### config.mk
export PLATFORM = sky130hd
export DESIGN_NAME = myprotocol_wavegen
export DESIGN_NICKNAME = d
export VERILOG_FILES = /design/src/rtl/myprotocol_wavegen_pkg.sv /design/src/rtl/mpw_channel.sv /design/src/rtl/myprotocol_wavegen.sv
export SDC_FILE = /design/constraint.sdc
export NUM_CORES = 1
export LEC_CHECK = 0
export CAP_MARGIN = 10
export CORE_MARGIN = 5
export CORE_UTILIZATION = 55
export DETAILED_ROUTE_END_ITERATION = 8
export DONT_BUFFER_PORTS = 1
export GPL_TIMING_DRIVEN = 0
export HOLD_SLACK_MARGIN = 0.08
export PLACE_DENSITY_LB_ADDON = 0.25
export SKIP_LAST_GASP = 1
export SLEW_MARGIN = 20
export SYNTH_ARGS = -nofsm -noshare
export SYNTH_HDL_FRONTEND = slang
export SYNTH_SLANG_ARGS = --single-unit
### constraint.sdc
create_clock -name clk -period 6.05 [get_ports clk]
set_input_delay 0.605 -clock clk [delete_from_list [all_inputs] [get_ports clk]]
set_output_delay 0.605 -clock clk [all_outputs]
set_load 0.005 [all_outputs]
### src/rtl/myprotocol_wavegen_pkg.sv
// Shared types and helpers for the multi-channel protocol waveform generator.
// Position fields are FRAME_W+1 bits wide so they can address every half-cycle of a frame.
package myprotocol_wavegen_pkg;

    typedef enum logic [0:0] {
        IDLE = 1'b0,
        RUN  = 1'b1
    } mpw_state_e;

    function automatic int pos_w(input int frame_w);
        return frame_w + 1;
    endfunction

    // LSB of channel ch's rise/fall field inside the packed position buses
    function automatic int pos_lsb(input int ch, input int frame_w);
        return ch * pos_w(frame_w);
    endfunction

endpackage

### src/rtl/mpw_channel.sv
// One waveform channel: posedge bank (and, with MYPROTOCOL_NEGEDGE_EN, a negedge bank)
// whose XOR forms the channel output; each bank toggles only when its own edge changes the level.
module mpw_channel
    import myprotocol_wavegen_pkg::*;
#(
    parameter int PW = 9
) (
    input  logic          clk,
    input  logic          rst,
    input  logic          p_act,
    input  logic [PW-1:0] h_pos,
`ifdef MYPROTOCOL_NEGEDGE_EN
    input  logic          n_act,
    input  logic [PW-1:0] h_neg,
`endif
    input  logic [PW-1:0] rise,
    input  logic [PW-1:0] fall,
    input  logic          clr,
    output logic          sig
);

    logic same;
    logic p_set;
    logic p_clr;
    logic sig_p;

    // rise==fall must never set, so clear alone decides and the channel stays low
    assign same  = (rise == fall);
    assign p_set = p_act && (h_pos == rise) && !same;
    assign p_clr = p_act && (h_pos == fall);

`ifdef MYPROTOCOL_NEGEDGE_EN
    logic n_set;
    logic n_clr;
    logic sig_n;

    assign n_set = n_act && (h_neg == rise) && !same;
    assign n_clr = n_act && (h_neg == fall);
    assign sig   = sig_p ^ sig_n;

    // Clearing from the posedge side copies the negedge bank, so the XOR drops to 0 at once
    always_ff @(posedge clk or negedge rst) begin
        if (!rst) begin
            sig_p <= 1'b0;
        end else if (clr) begin
            sig_p <= sig_n;
        end else if ((p_set && !sig) || (p_clr && sig)) begin
            sig_p <= ~sig_p;
        end
    end

    always_ff @(negedge clk or negedge rst) begin
        if (!rst) begin
            sig_n <= 1'b0;
        end else if ((n_set && !sig) || (n_clr && sig)) begin
            sig_n <= ~sig_n;
        end
    end
`else
    assign sig = sig_p;

    always_ff @(posedge clk or negedge rst) begin
        if (!rst) begin
            sig_p <= 1'b0;
        end else if (clr) begin
            sig_p <= 1'b0;
        end else if ((p_set && !sig) || (p_clr && sig)) begin
            sig_p <= ~sig_p;
        end
    end
`endif

endmodule

### src/rtl/myprotocol_wavegen.sv
// Multi-channel framed pulse generator with half-cycle resolution.
// Build option MYPROTOCOL_NEGEDGE_EN enables the negedge bank; without it all edges are posedge.
//
// state | meaning
// IDLE  | waiting for start with a non-zero frame length
// RUN   | emitting frames; ends after num_frames frames or on stop
module myprotocol_wavegen
    import myprotocol_wavegen_pkg::*;
#(
    parameter int NCH     = 3,
    parameter int FRAME_W = 8,
    parameter int NFRM_W  = 8
) (
    input  logic                         clk,
    input  logic                         rst,
    input  logic                         start,
    input  logic                         stop,
    input  logic [FRAME_W-1:0]           frame_len,
    input  logic [NFRM_W-1:0]            num_frames,
    input  logic [NCH*(FRAME_W+1)-1:0]   rise_pos,
    input  logic [NCH*(FRAME_W+1)-1:0]   fall_pos,
    output logic [NCH-1:0]               sig,
    output logic                         busy,
    output logic                         done,
    output logic [NFRM_W-1:0]            frame_cnt
);

    localparam int PW = pos_w(FRAME_W);
    localparam logic [0:0] S_IDLE = 1'(IDLE);
    localparam logic [0:0] S_RUN  = 1'(RUN);

`ifdef MYPROTOCOL_NEGEDGE_EN
    localparam logic [NCH*PW-1:0] POS_MASK = '1;
`else
    function automatic logic [NCH*PW-1:0] lsb_mask();
        logic [NCH*PW-1:0] m;
        m = '1;
        for (int c = 0; c < NCH; c++) m[c*PW] = 1'b0;
        return m;
    endfunction
    // Without the negedge bank only even half-cycles exist, so odd positions round down
    localparam logic [NCH*PW-1:0] POS_MASK = lsb_mask();
`endif

    logic [0:0]         state;
    logic [FRAME_W-1:0] len_q;
    logic [NFRM_W-1:0]  nfrm_q;
    logic [NCH*PW-1:0]  rise_q;
    logic [NCH*PW-1:0]  fall_q;
    logic [FRAME_W-1:0] pos_c;
    logic               ph_act;

    logic               go;
    logic               in_run;
    logic               frame_end;
    logic               last_frame;
    logic               end_run;
    logic               run_edge;
    logic [FRAME_W-1:0] k_prev;
    logic [FRAME_W-1:0] k_cur;
    logic [PW-1:0]      h_pos;
    logic [NFRM_W-1:0]  frame_cnt_inc;

    assign in_run        = (state == S_RUN);
    assign busy          = in_run;
    assign go            = !in_run && start && (frame_len != '0);
    assign frame_cnt_inc = frame_cnt + 1'b1;

    // pos_c is the cycle index of the latest posedge; ph_act marks that one has happened this run
    assign frame_end  = in_run && ph_act && (k_prev == len_q - 1'b1);
    assign last_frame = frame_end && (nfrm_q != '0) && (frame_cnt_inc == nfrm_q);
    assign end_run    = in_run && (stop || last_frame);
    assign run_edge   = in_run && !end_run;
    assign k_cur      = (!ph_act || frame_end) ? '0 : pos_c + 1'b1;
    assign h_pos      = {k_cur, 1'b0};

`ifdef MYPROTOCOL_NEGEDGE_EN
    logic [FRAME_W-1:0] neg_c;
    logic [PW-1:0]      h_neg;
    logic               n_act;

    // The frame closes once the negedge of cycle L-1 has been seen
    always_ff @(negedge clk or negedge rst) begin
        if (!rst) begin
            neg_c <= '0;
        end else begin
            neg_c <= pos_c;
        end
    end

    assign k_prev = neg_c;
    assign h_neg  = {pos_c, 1'b1};
    assign n_act  = in_run && ph_act;
`else
    assign k_prev = pos_c;
`endif

    always_ff @(posedge clk or negedge rst) begin
        if (!rst) begin
            state     <= S_IDLE;
            len_q     <= '0;
            nfrm_q    <= '0;
            rise_q    <= '0;
            fall_q    <= '0;
            pos_c     <= '0;
            ph_act    <= 1'b0;
            frame_cnt <= '0;
            done      <= 1'b0;
        end else begin
            done <= end_run;
            if (go) begin
                state     <= S_RUN;
                len_q     <= frame_len;
                nfrm_q    <= num_frames;
                rise_q    <= rise_pos & POS_MASK;
                fall_q    <= fall_pos & POS_MASK;
                pos_c     <= '0;
                ph_act    <= 1'b0;
                frame_cnt <= '0;
            end else if (in_run) begin
                if (frame_end) begin
                    frame_cnt <= frame_cnt_inc;
                end
                if (end_run) begin
                    state  <= S_IDLE;
                    ph_act <= 1'b0;
                end else begin
                    pos_c  <= k_cur;
                    ph_act <= 1'b1;
                end
            end
        end
    end

    for (genvar i = 0; i < NCH; i++) begin : g_ch
        mpw_channel #(.PW(PW)) u_ch (
            .clk   (clk),
            .rst   (rst),
            .p_act (run_edge),
            .h_pos (h_pos),
`ifdef MYPROTOCOL_NEGEDGE_EN
            .n_act (n_act),
            .h_neg (h_neg),
`endif
            .rise  (rise_q[pos_lsb(i, FRAME_W) +: PW]),
            .fall  (fall_q[pos_lsb(i, FRAME_W) +: PW]),
            .clr   (end_run),
            .sig   (sig[i])
        );
    end

endmodule
==> results of run 1 <==
[per-stage QoR]
stage	util (%)	setup slack, ns	power, mW	cells
2_1_floorplan	-	3.034	1.124	511
3_3_place_gp	57.55	2.756	1.211	622
3_5_place_dp	57.55	2.724	1.231	622
4_1_cts	60.31	2.654	1.707	639
5_1_grt	60.31	2.454	1.800	639
6_report	60.31	2.672	1.704	639
[worst max-delay path, stage by stage (launching register included)]
cell,delay (ns)
dfrtp_1,0.46
inv_1,0.10
ha_1,0.17
or3b_1,0.41
o31a_1,0.27
or2_1,0.26
o211a_1,0.13
clkbuf_1,0.26
a211o_1,0.43
buf_2,0.21
and2b_1,0.24
o21ai_0,0.20
o41ai_1,0.11
[where the power goes]
group | switching (mW) | total [mW] | internal (mW)
Clock | 0.226 | 0.463 | 0.237
Combinational | 0.197 | 0.411 | 0.214
Sequential | 0.156 | 0.831 | 0.675
Total | 0.579 | 1.70 | 1.13
[state kept, by name, indices dropped and copies added, names as in the netlist]
register       cells
k_prev             8
frame_cnt          8
done               1
fall_q            24
len_q              8
nfrm_q             8
g_ch.u_ch.sig      3
rise_q            24
busy               1
ph_act             1
[kinds of logic after synthesis]
group / count (synthesis) / share of synthesized area, %
AOI/OAI and AO/OA: 116 / 16.59
xor gates and xnor gates: 55 / 9.392
adders and majority gates: 3 / 0.7320
buffers and inverters: 41 / 3.269
DFF: 86 / 41.96
muxes: 59 / 12.95
and+or+nand+nor: 151 / 15.10
[path summary, 6_finish.rpt]
check / to / slack (ns) / cells after the start
worst min register to register: k_prev[7] / 0.56 / 2
max in group asynchronous: fall_q[1] / 5.56 / 1
worst min-delay path: len_q[6] / 0.11 / 1
worst max register to register: k_prev[5] / 2.67 / 12
min in group clk: len_q[0] / 0.35 / 2
worst max-delay path: k_prev[5] / 2.67 / 12
[metal layers]
| metal | global-route usage, % | share of wire, % | vias to the layer above |
|---|---|---|---|
| li1 | - | - | 1921 |
| met1 | 30.94 | 41 | 2081 |
| met2 | 38.80 | 48 | 190 |
| met3 | 7.225 | 8.4 | 38 |
| met4 | 9.954 | 2.8 | 0 |
| met5 | 0 | 0 | - |
[final cells by class]
type                    instances  area [sq um]  area share [%]
flip-flops and latches         86          2152           38.98
multi-input cells             384          2809           50.88
plain buffers                  30         126.4           2.289
well taps                     111         138.9           2.516
clock buffers                   9         123.9           2.244
repair buffers                  1         27.53          0.4986
clock inverters                 7         101.3           1.836
inverters                      11         41.29          0.7480
[cell usage after synthesis (all sizes together) (3+ instances only)]
cell     instances  area (sq um)
nor4            14         102.6
a221oi           5         43.79
a22oi            5         37.54
or2              3         18.77
o21ai           26         130.1
o41ai            3         26.28
clkbuf          24         90.09
xnor2           29         254.0
a221o            4         41.29
a31oi            3         18.77
and3             3         18.77
o22ai           11         68.82
nand2           44         167.7
nand4            7         43.79
inv             10         37.54
o31ai            8         60.06
buf              6         36.28
or4              5         41.29
xor2            26         227.7
a2111oi          3         26.28
nor3            14         70.07
mux2            59         664.4
dfrtp           86          2152
nand3            9         45.04
ha               3         37.54
a21oi           10         50.05
nand3b           4         30.03
o21a             4         30.03
o2111ai          4         35.03
nor2            35         138.9
o221ai           4         35.03
o211ai           5         42.54
[repair_timing]
| action | 4_1_cts | 5_1_grt |
|---|---|---|
| setup buffers | 0 | 0 |
| hold buffers | 1 | 0 |
| endpoints found under the hold margin | 86 | 0 |
| gates resized for setup | 0 | 0 |
==> flow_summary_export.csv, run 1 <==
group,metric,value,unit
outcome,outcome,"finished, final reports clean",
sta,holdWs,0.1071,ns
global_routing,grt_pass1_wl,21.94,mm
cts,clock_latency,0.38,ns
cts,clkSlewWorstSetupHoldPaths,0.09,ns
die,fp.dieW,106.6,microns
detailed_routing,firstDrtPassIters,5,
flow_run,drv_cap,0,
detailed_routing,via_per_inst,6.620,
sta,fmax,296.0,MHz
die,io_pins,87,
cts,cts_tree,"built",
detailed_routing,drc_errors,0,
sta,slew_headroom,41.73,%
yosys,async_flop_share,100.0,%
sta,fin_crit_sh,55.84,%
detailed_routing,wire_per_inst,20.99,microns
worst_setup_path,cp-start-kind,"flop",
worst_setup_path,cp_max_fo,10,
cts,clockBufferDepth,2,
place,placed_cell_area,0.005268,sq mm
yosys,ys_ff_latch,86,
finish,final_common_cell,"dfrtp_1",
finish,fin_area,0.005520,sq mm
worst_setup_path,critPathRequiredTime,6.29,ns
cts,cts_buffers,9,
place,place.detailed.hpwl,9.546,mm
global_routing,grtUsageTotal,24.34,%
worst_setup_path,crit_start,"len_q[0]",
finish,final_cell_mix,"dfrtp_1, mux2_2, nand2_1, nor2_1, xnor2_1",
finish,antenna_cells,0,
yosys,synth_ff_type,"dfrtp_1",
yosys,yosysSeqAreaShare,41.96,%
sta,fin_skew,0.01487,ns
sta,period_minus_slack,3.378,ns
sta,hold_violations,0,
place,io_buffers,0,
worst_setup_path,path_class,"reg2reg",
die,initial_core_util,56.04,%
detailed_routing,drt_iter0_markers,520,
detailed_routing,ant_nets,0,
sta,fin_setup_tns,0,ns
cts,root_buffer,"clkbuf_8",
worst_setup_path,arrival,3.62,ns
power_and_ir_drop,p_leak,2.125,nW
die,num_rows,35,
sta,finalSetupViolCount,0,
finish,drive_gt1_share,17.80,%
worst_setup_path,endpoint_kind,"flop",
sta,tightest_slew,0.8678,ns
sta,rsz0062_at_grt,"no",
die,die-area,0.01136,sq mm
power_and_ir_drop,peakVddDrop,184.3,uV
sta,slew_viol_final,0,
place,gp_congestion,0.9177,
global_routing,antenna_found_initial,0,
detailed_routing,vias,4230,
yosys,ys_types,68,
global_routing,grt_pass1_vias,4327,
worst_setup_path,r2r-start,"len_q[0]",
die,chipHeight,106.6,microns
finish,syn_to_final_growth,7.636,%
yosys,syn-cell-area,0.005129,sq mm
die,coreArea,0.009153,sq mm
cts,cts_max_level,3,
yosys,synth-edff-count,0,
cts,clock_sinks,86,
finish,final_nets,600,
yosys,syn_nets,588,
detailed_routing,wirelength,13.42,mm
finish,fillers,784,
yosys,ys_warn_count,0,
yosys,avgSynthCellArea,10.04,sq um
global_routing,grt_max_degree,87,
power_and_ir_drop,power_density,308.7,mW/mm^2
yosys,syn_inst,511,
global_routing,grt_overflow,0,
worst_hold_path,hp-class,"in2async",
Note: power is estimated with default switching activity, not from simulation.
==> inputs of run 2 (changes only) <==
Clock period 6.05 ns to 2.8 ns, I/O delays scaled along.
==> run 2 against run 1 <==
The run now ends with setup timing left; wire length grew 12%; die area is the same; non-clock buffer count rose by 86; sequential power is 120% higher; setup slack lost 2.8 ns; sequential share of layout area is 6.1 points lower; global-route usage up 1.9 points; clock skew shrank 0.0079 ns; maximum frequency is 14% higher; utilization is 12 points higher; register-to-register slack worse by 2.8 ns; cell count rose by 14%; largest cell class unchanged.
==> flow_summary_export.csv, run 2 (same netlist as run 1, synthesis figures left out) <==
group,metric,value,unit
power_and_ir_drop,power_density,574.5,mW/mm^2
finish,fillers,637,
finish,fin_cells,726,
worst_setup_path,slowest_delay,0.51,ns
global_routing,grtUsageTotal,26.26,%
power_and_ir_drop,swShare,36.03,%
finish,final_cell_mix,"dfrtp_1, dlygate4sd3_1, mux2_2, nand2_1, nor2_1",
cts,cts_max_level,3,
worst_setup_path,reg2regPathDepth,10,
detailed_routing,via_per_inst,6.431,
power_and_ir_drop,switching_power,1.361,mW
finish,drive_gt1_share,27.04,%
detailed_routing,firstDrtPassIters,5,
worst_setup_path,arrival,3.22,ns
cts,root_buffer,"clkbuf_8",
cts,clock_latency,0.36,ns
worst_setup_path,cp.depth,10,
worst_setup_path,path_class,"reg2reg",
detailed_routing,vias,4669,
die,chipHeight,106.6,microns
power_and_ir_drop,power,3.777,mW
sta,slew_headroom,54.46,%
finish,final_common_cell,"dfrtp_1",
worst_setup_path,crit_path_cell_trace,"buf_4 -> nor4_4 -> nand2_2 -> or4_4 -> a211oi_4 -> buf_12 -> nor2_4 -> or4_1 -> a221o_1 -> a32o_1",
cts,clkSlewWorstSetupHoldPaths,0.10,ns
detailed_routing,drc_errors,0,
global_routing,antenna_found_initial,0,
finish,final_nets,686,
sta,layout_setup_ws,-0.1659,ns
place,dp_cells,622,
worst_setup_path,endpoint_kind,"flop",
detailed_routing,wirelength,15.00,mm
worst_setup_path,critical_path_buf_inv_count,2,
global_routing,grt_pass1_vias,4624,
place,place.detailed.hpwl,9.683,mm
die,initial_core_util,56.04,%
power_and_ir_drop,clockPowerShare,23.0,%
power_and_ir_drop,p_leak,2.545,nW
cts,clock_sinks,86,
global_routing,grt_pass1_wl,23.71,mm
flow_run,drv_cap,0,
place,gp_congestion,0.9212,
sta,holdWs,0.1601,ns
global_routing,grt_max_degree,87,
worst_hold_path,hp-class,"in2reg",
place,io_buffers,0,
outcome,outcome,"finished, violations left",
die,fp.dieW,106.6,microns
die,die-area,0.01136,sq mm
outcome,violations,"setup timing",
finish,multi_input_area,0.003030,sq mm
power_and_ir_drop,internal_power,2.416,mW
cts,clockBufferDepth,2,
sta,tightest_slew,0.6831,ns
cts,cts_tree,"built",
sta,fin_crit_sh,105.9,%
place,place_ws,-0.4760,ns
worst_setup_path,cp_slowest_cell,"or4_4",
die,io_pins,87,
worst_setup_path,cp-start-kind,"flop",
worst_setup_path,critPathRequiredTime,3.06,ns
detailed_routing,wire_per_inst,20.66,microns
worst_setup_path,path_delay_family,"simple AND/OR/NAND/NOR gates",
worst_hold_path,holdPathStages,3,
sta,slew_viol_final,0,
power_and_ir_drop,combPwrFrac,29.2,%
sta,finalSetupViolCount,4,
worst_setup_path,cp_max_fo,6,
cts,cts_buffers,9,
sta,hold_violations,0,
detailed_routing,ant_nets,0,
detailed_routing,drt_iter0_markers,458,
die,coreArea,0.009153,sq mm
finish,syn_to_final_growth,28.18,%
finish,seq_area,0.002161,sq mm
die,num_rows,35,
sta,fin_skew,0.006949,ns
finish,reg_top3,"fall_q: 24 flops, rise_q: 24 flops",
power_and_ir_drop,peakVddDrop,501.5,uV
sta,fmax,337.2,MHz
global_routing,grt_overflow,0,
power_and_ir_drop,p_seq_share,47.8,%
sta,period_minus_slack,2.966,ns
sta,rsz0062_at_grt,"yes",
==> run 2: changes by cell type in the layout (fill, tap and decap cells not counted), moves of 4 or more <==
cell,delta
o21ai_2,+4
dfrtp_1,-7
xnor2_1,-4
o21ai_0,-5
clkbuf_2,+5
dfrtp_2,+7
dlygate4sd3_1,+65
clkbuf_1,-8
buf_4,+21
xnor2_2,+4
==> run 2: power groups by stage <==
stage | sequential [mW] | clock (mW) | combinational (mW)
floorplan | 1.70 | 0 | 0.733
global placement | 1.80 | 0 | 0.825
detailed placement | 1.81 | 0 | 0.859
CTS | 1.79 | 0.871 | 1.03
global route | 1.83 | 0.919 | 1.20
finish | 1.81 | 0.870 | 1.10
==> run 2: area by class of cell <==
cell class                 count  area share, %
buffer                        28          2.170
inverter                      11         0.6471
sequential                    86          32.87
antenna                        1        0.03807
tap                          111          2.113
clock buffer                  10          2.094
clock inverter                 6         0.7804
multi-input combinational    384          46.10
timing repair buffer          89          13.19
==> run 2: final timing paths <==
kind | from | to | slack [ns]
setup / recovery | len_q[0] | g_ch[1].u_ch.sig | -0.17
hold / removal | stop | k_prev[2] | 0.16
setup reg to reg | len_q[0] | g_ch[1].u_ch.sig | -0.17
hold reg to reg | nfrm_q[0] | nfrm_q[0] | 0.55
max in group asynchronous | rst | fall_q[7] | 1.95
min in group asynchronous | rst | len_q[5] | 0.48
==> run 2: tightest hold or removal path, cell delays in order <==
cell     delay [ns]
nor2_1         0.05
nand3_1        0.09
o21ai_1        0.07
==> run 2: repair_timing <==
item | in CTS | in global routing
endpoints found under the hold margin | 150 | 0
gates resized for setup | 33 | 30
hold buffers | 66 | 0
endpoints found under the setup margin | 20 | 20
pin swaps | 22 | 12
buffers inserted | 16 | 7
==> run 2: metal layers <==
metal | global-route usage [%] | up-vias | wire length, microns
li1 | - | 2104 | -
met1 | 33.99 | 2288 | 6104
met2 | 43.66 | 231 | 7354
met3 | 5.768 | 46 | 1153
met4 | 8.767 | 0 | 385
met5 | 0 | - | 0
==> run 2: stage by stage <==
step | cell area (sq um) | setup TNS (ns) | utilization (%)
finish | 6574 | -0.3389 | 71.83
CTS | 6417 | -1.104 | 70.12
detailed placement | 5293 | -4.695 | 57.83
global placement | 5293 | -3.186 | 57.83
global route | 6571 | -1.101 | 71.80
floorplan | 5154 | -0.07476 | -
==> inputs of run 3 (changes only) <==
Clock period 2.8 ns to 2.9 ns, I/O delays scaled along.
==> run 3 against run 2 <==
The run still ends with setup timing left; die area unchanged; sequential power shrank 4%; sequential share of layout area rose by 0.78 points; clock power is 0.5% higher; hold slack lost 0.081 ns; power is 3.8% lower; utilization is 1.8 points lower; setup slack improved by 0.082 ns; first-iteration DRC count up 9.8%; critical endpoint unchanged; highest routed layer unchanged.
==> flow_summary_export.csv, run 3 (same netlist as run 1, synthesis figures left out) <==
group,metric,value,unit
sta,fmax,335.2,MHz
cts,cts_tree,"built",
power_and_ir_drop,power_density,567.1,mW/mm^2
finish,fin_cells,719,
die,fp.dieW,106.6,microns
place,dp_cells,622,
sta,layout_setup_ws,-0.08342,ns
worst_setup_path,cp_max_fo,10,
worst_setup_path,slowest_delay,0.47,ns
sta,rsz0062_at_grt,"yes",
worst_setup_path,endpoint_kind,"flop",
flow_run,drv_cap,0,
sta,fin_crit_sh,102.9,%
detailed_routing,vias,4583,
cts,clockBufferDepth,2,
detailed_routing,drc_errors,0,
outcome,outcome,"finished, violations left",
global_routing,grt_pass1_wl,23.69,mm
worst_setup_path,cp_slowest_cell,"clkbuf_1",
finish,drive_gt1_share,22.86,%
outcome,violations,"setup timing",
die,die-area,0.01136,sq mm
die,io_pins,87,
detailed_routing,firstDrtPassIters,5,
sta,slew_headroom,53.43,%
detailed_routing,wire_per_inst,20.37,microns
power_and_ir_drop,p_leak,2.504,nW
worst_setup_path,critical_path_buf_inv_count,2,
worst_setup_path,crit_path_cell_trace,"clkbuf_2 -> nand3_1 -> xor2_1 -> clkbuf_1 -> o22ai_1 -> or3_1 -> a211o_2 -> nor3_1 -> a32o_1",
place,place_ws,-0.4006,ns
die,coreArea,0.009153,sq mm
worst_setup_path,critPathRequiredTime,3.21,ns
place,place.detailed.hpwl,9.839,mm
finish,multi_input_area,0.002919,sq mm
sta,fin_setup_tns,-0.08342,ns
finish,final_nets,680,
place,io_buffers,0,
finish,final_common_cell,"dfrtp_1",
place,gp_congestion,0.9200,
global_routing,grt_max_degree,87,
cts,root_buffer,"clkbuf_8",
global_routing,antenna_found_initial,0,
worst_hold_path,hp-class,"in2reg",
sta,finalSetupViolCount,1,
cts,cts_max_level,3,
sta,fin_skew,0.008025,ns
sta,slew_viol_final,0,
finish,syn_to_final_growth,24.91,%
finish,seq_area,0.002156,sq mm
detailed_routing,wirelength,14.64,mm
worst_setup_path,cp-start-kind,"flop",
global_routing,grt_pass1_vias,4670,
power_and_ir_drop,peakVddDrop,441.4,uV
cts,clkSlewWorstSetupHoldPaths,0.09,ns
cts,clock_latency,0.37,ns
finish,antenna_cells,0,
die,initial_core_util,56.04,%
worst_setup_path,path_class,"reg2reg",
sta,period_minus_slack,2.983,ns
cts,clock_sinks,86,
die,num_rows,35,
finish,final_cell_mix,"dfrtp_1, dlygate4sd3_1, mux2_2, nand2_1, nor2_1",
worst_setup_path,arrival,3.29,ns
global_routing,grtUsageTotal,26.23,%
sta,tightest_slew,0.6986,ns
detailed_routing,via_per_inst,6.374,
detailed_routing,ant_nets,0,
global_routing,grt_overflow,0,
worst_setup_path,path_delay_family,"simple AND/OR/NAND/NOR gates",
die,chipHeight,106.6,microns
finish,reg_top3,"fall_q: 24 flops, rise_q: 24 flops",
cts,cts_buffers,9,
finish,fillers,659,
sta,hold_violations,0,
detailed_routing,drt_iter0_markers,503,
==> run 3: cell count changes in the layout (fill, tap and decap cells not counted), moves of 3 or more <==
cell and change:
buf_4 -5, dfrtp_1 +4, dfrtp_2 -4, inv_6 -3, nor3_1 +3, nor3_2 -3
==> run 3: worst paths after layout <==
| check | cells after the start | endpoint | startpoint | slack (ns) |
|---|---|---|---|---|
| max | 9 | g_ch[1].u_ch.sig | k_prev[0] | -0.08 |
| min | 1 | rise_q[24] | rise_pos[24] | 0.08 |
| max reg2reg | 9 | g_ch[1].u_ch.sig | k_prev[0] | -0.08 |
| min reg2reg | 1 | nfrm_q[0] | nfrm_q[0] | 0.55 |
| max in group asynchronous | 2 | rise_q[26] | rst | 2.05 |
| min in group asynchronous | 2 | len_q[6] | rst | 0.49 |
==> run 3: routing by layer <==
layer  up-vias  track usage [%]  routed length, microns
met5         -                0                       0
met1      2239            33.58                    5887
met3        34            5.889                    1255
li1       2090                -                       -
met4         0            8.037                     259
met2       220            44.29                    7242
==> run 3: metrics by stage <==
stage          hold WS (ns)  total power, mW  util (%)  area [sq um]
2_1_floorplan     -0.005591            2.349         -          5136
3_3_place_gp      -0.001455            2.531     57.64          5275
3_5_place_dp      -0.001142            2.580     57.64          5275
4_1_cts             0.08179            3.579     68.41          6261
5_1_grt             0.08112            3.821     69.99          6406
6_report            0.07864            3.633     69.99          6406
==> run 3: area by class of cell <==
type	count	area share, %
clock inverters	7	1.152
plain buffers	28	2.207
inverters	11	0.6641
well taps	111	2.168
repair buffers	83	12.66
multi-input cells	384	45.57
clock buffers	9	1.934
flip-flops and latches	86	33.65
==> run 3: repair_timing <==
item / in CTS / in global routing
pin swaps: 5 / 10
setup buffers: 11 / 7
gates resized for setup: 28 / 16
endpoints found under the setup margin: 18 / 12
hold endpoints to repair: 144 / 5
hold buffers: 60 / 5
==> run 3: where the power goes <==
group / internal (mW) / switching [mW]
combinational: 0.551 / 0.465
clock: 0.401 / 0.472
sequential: 1.41 / 0.334
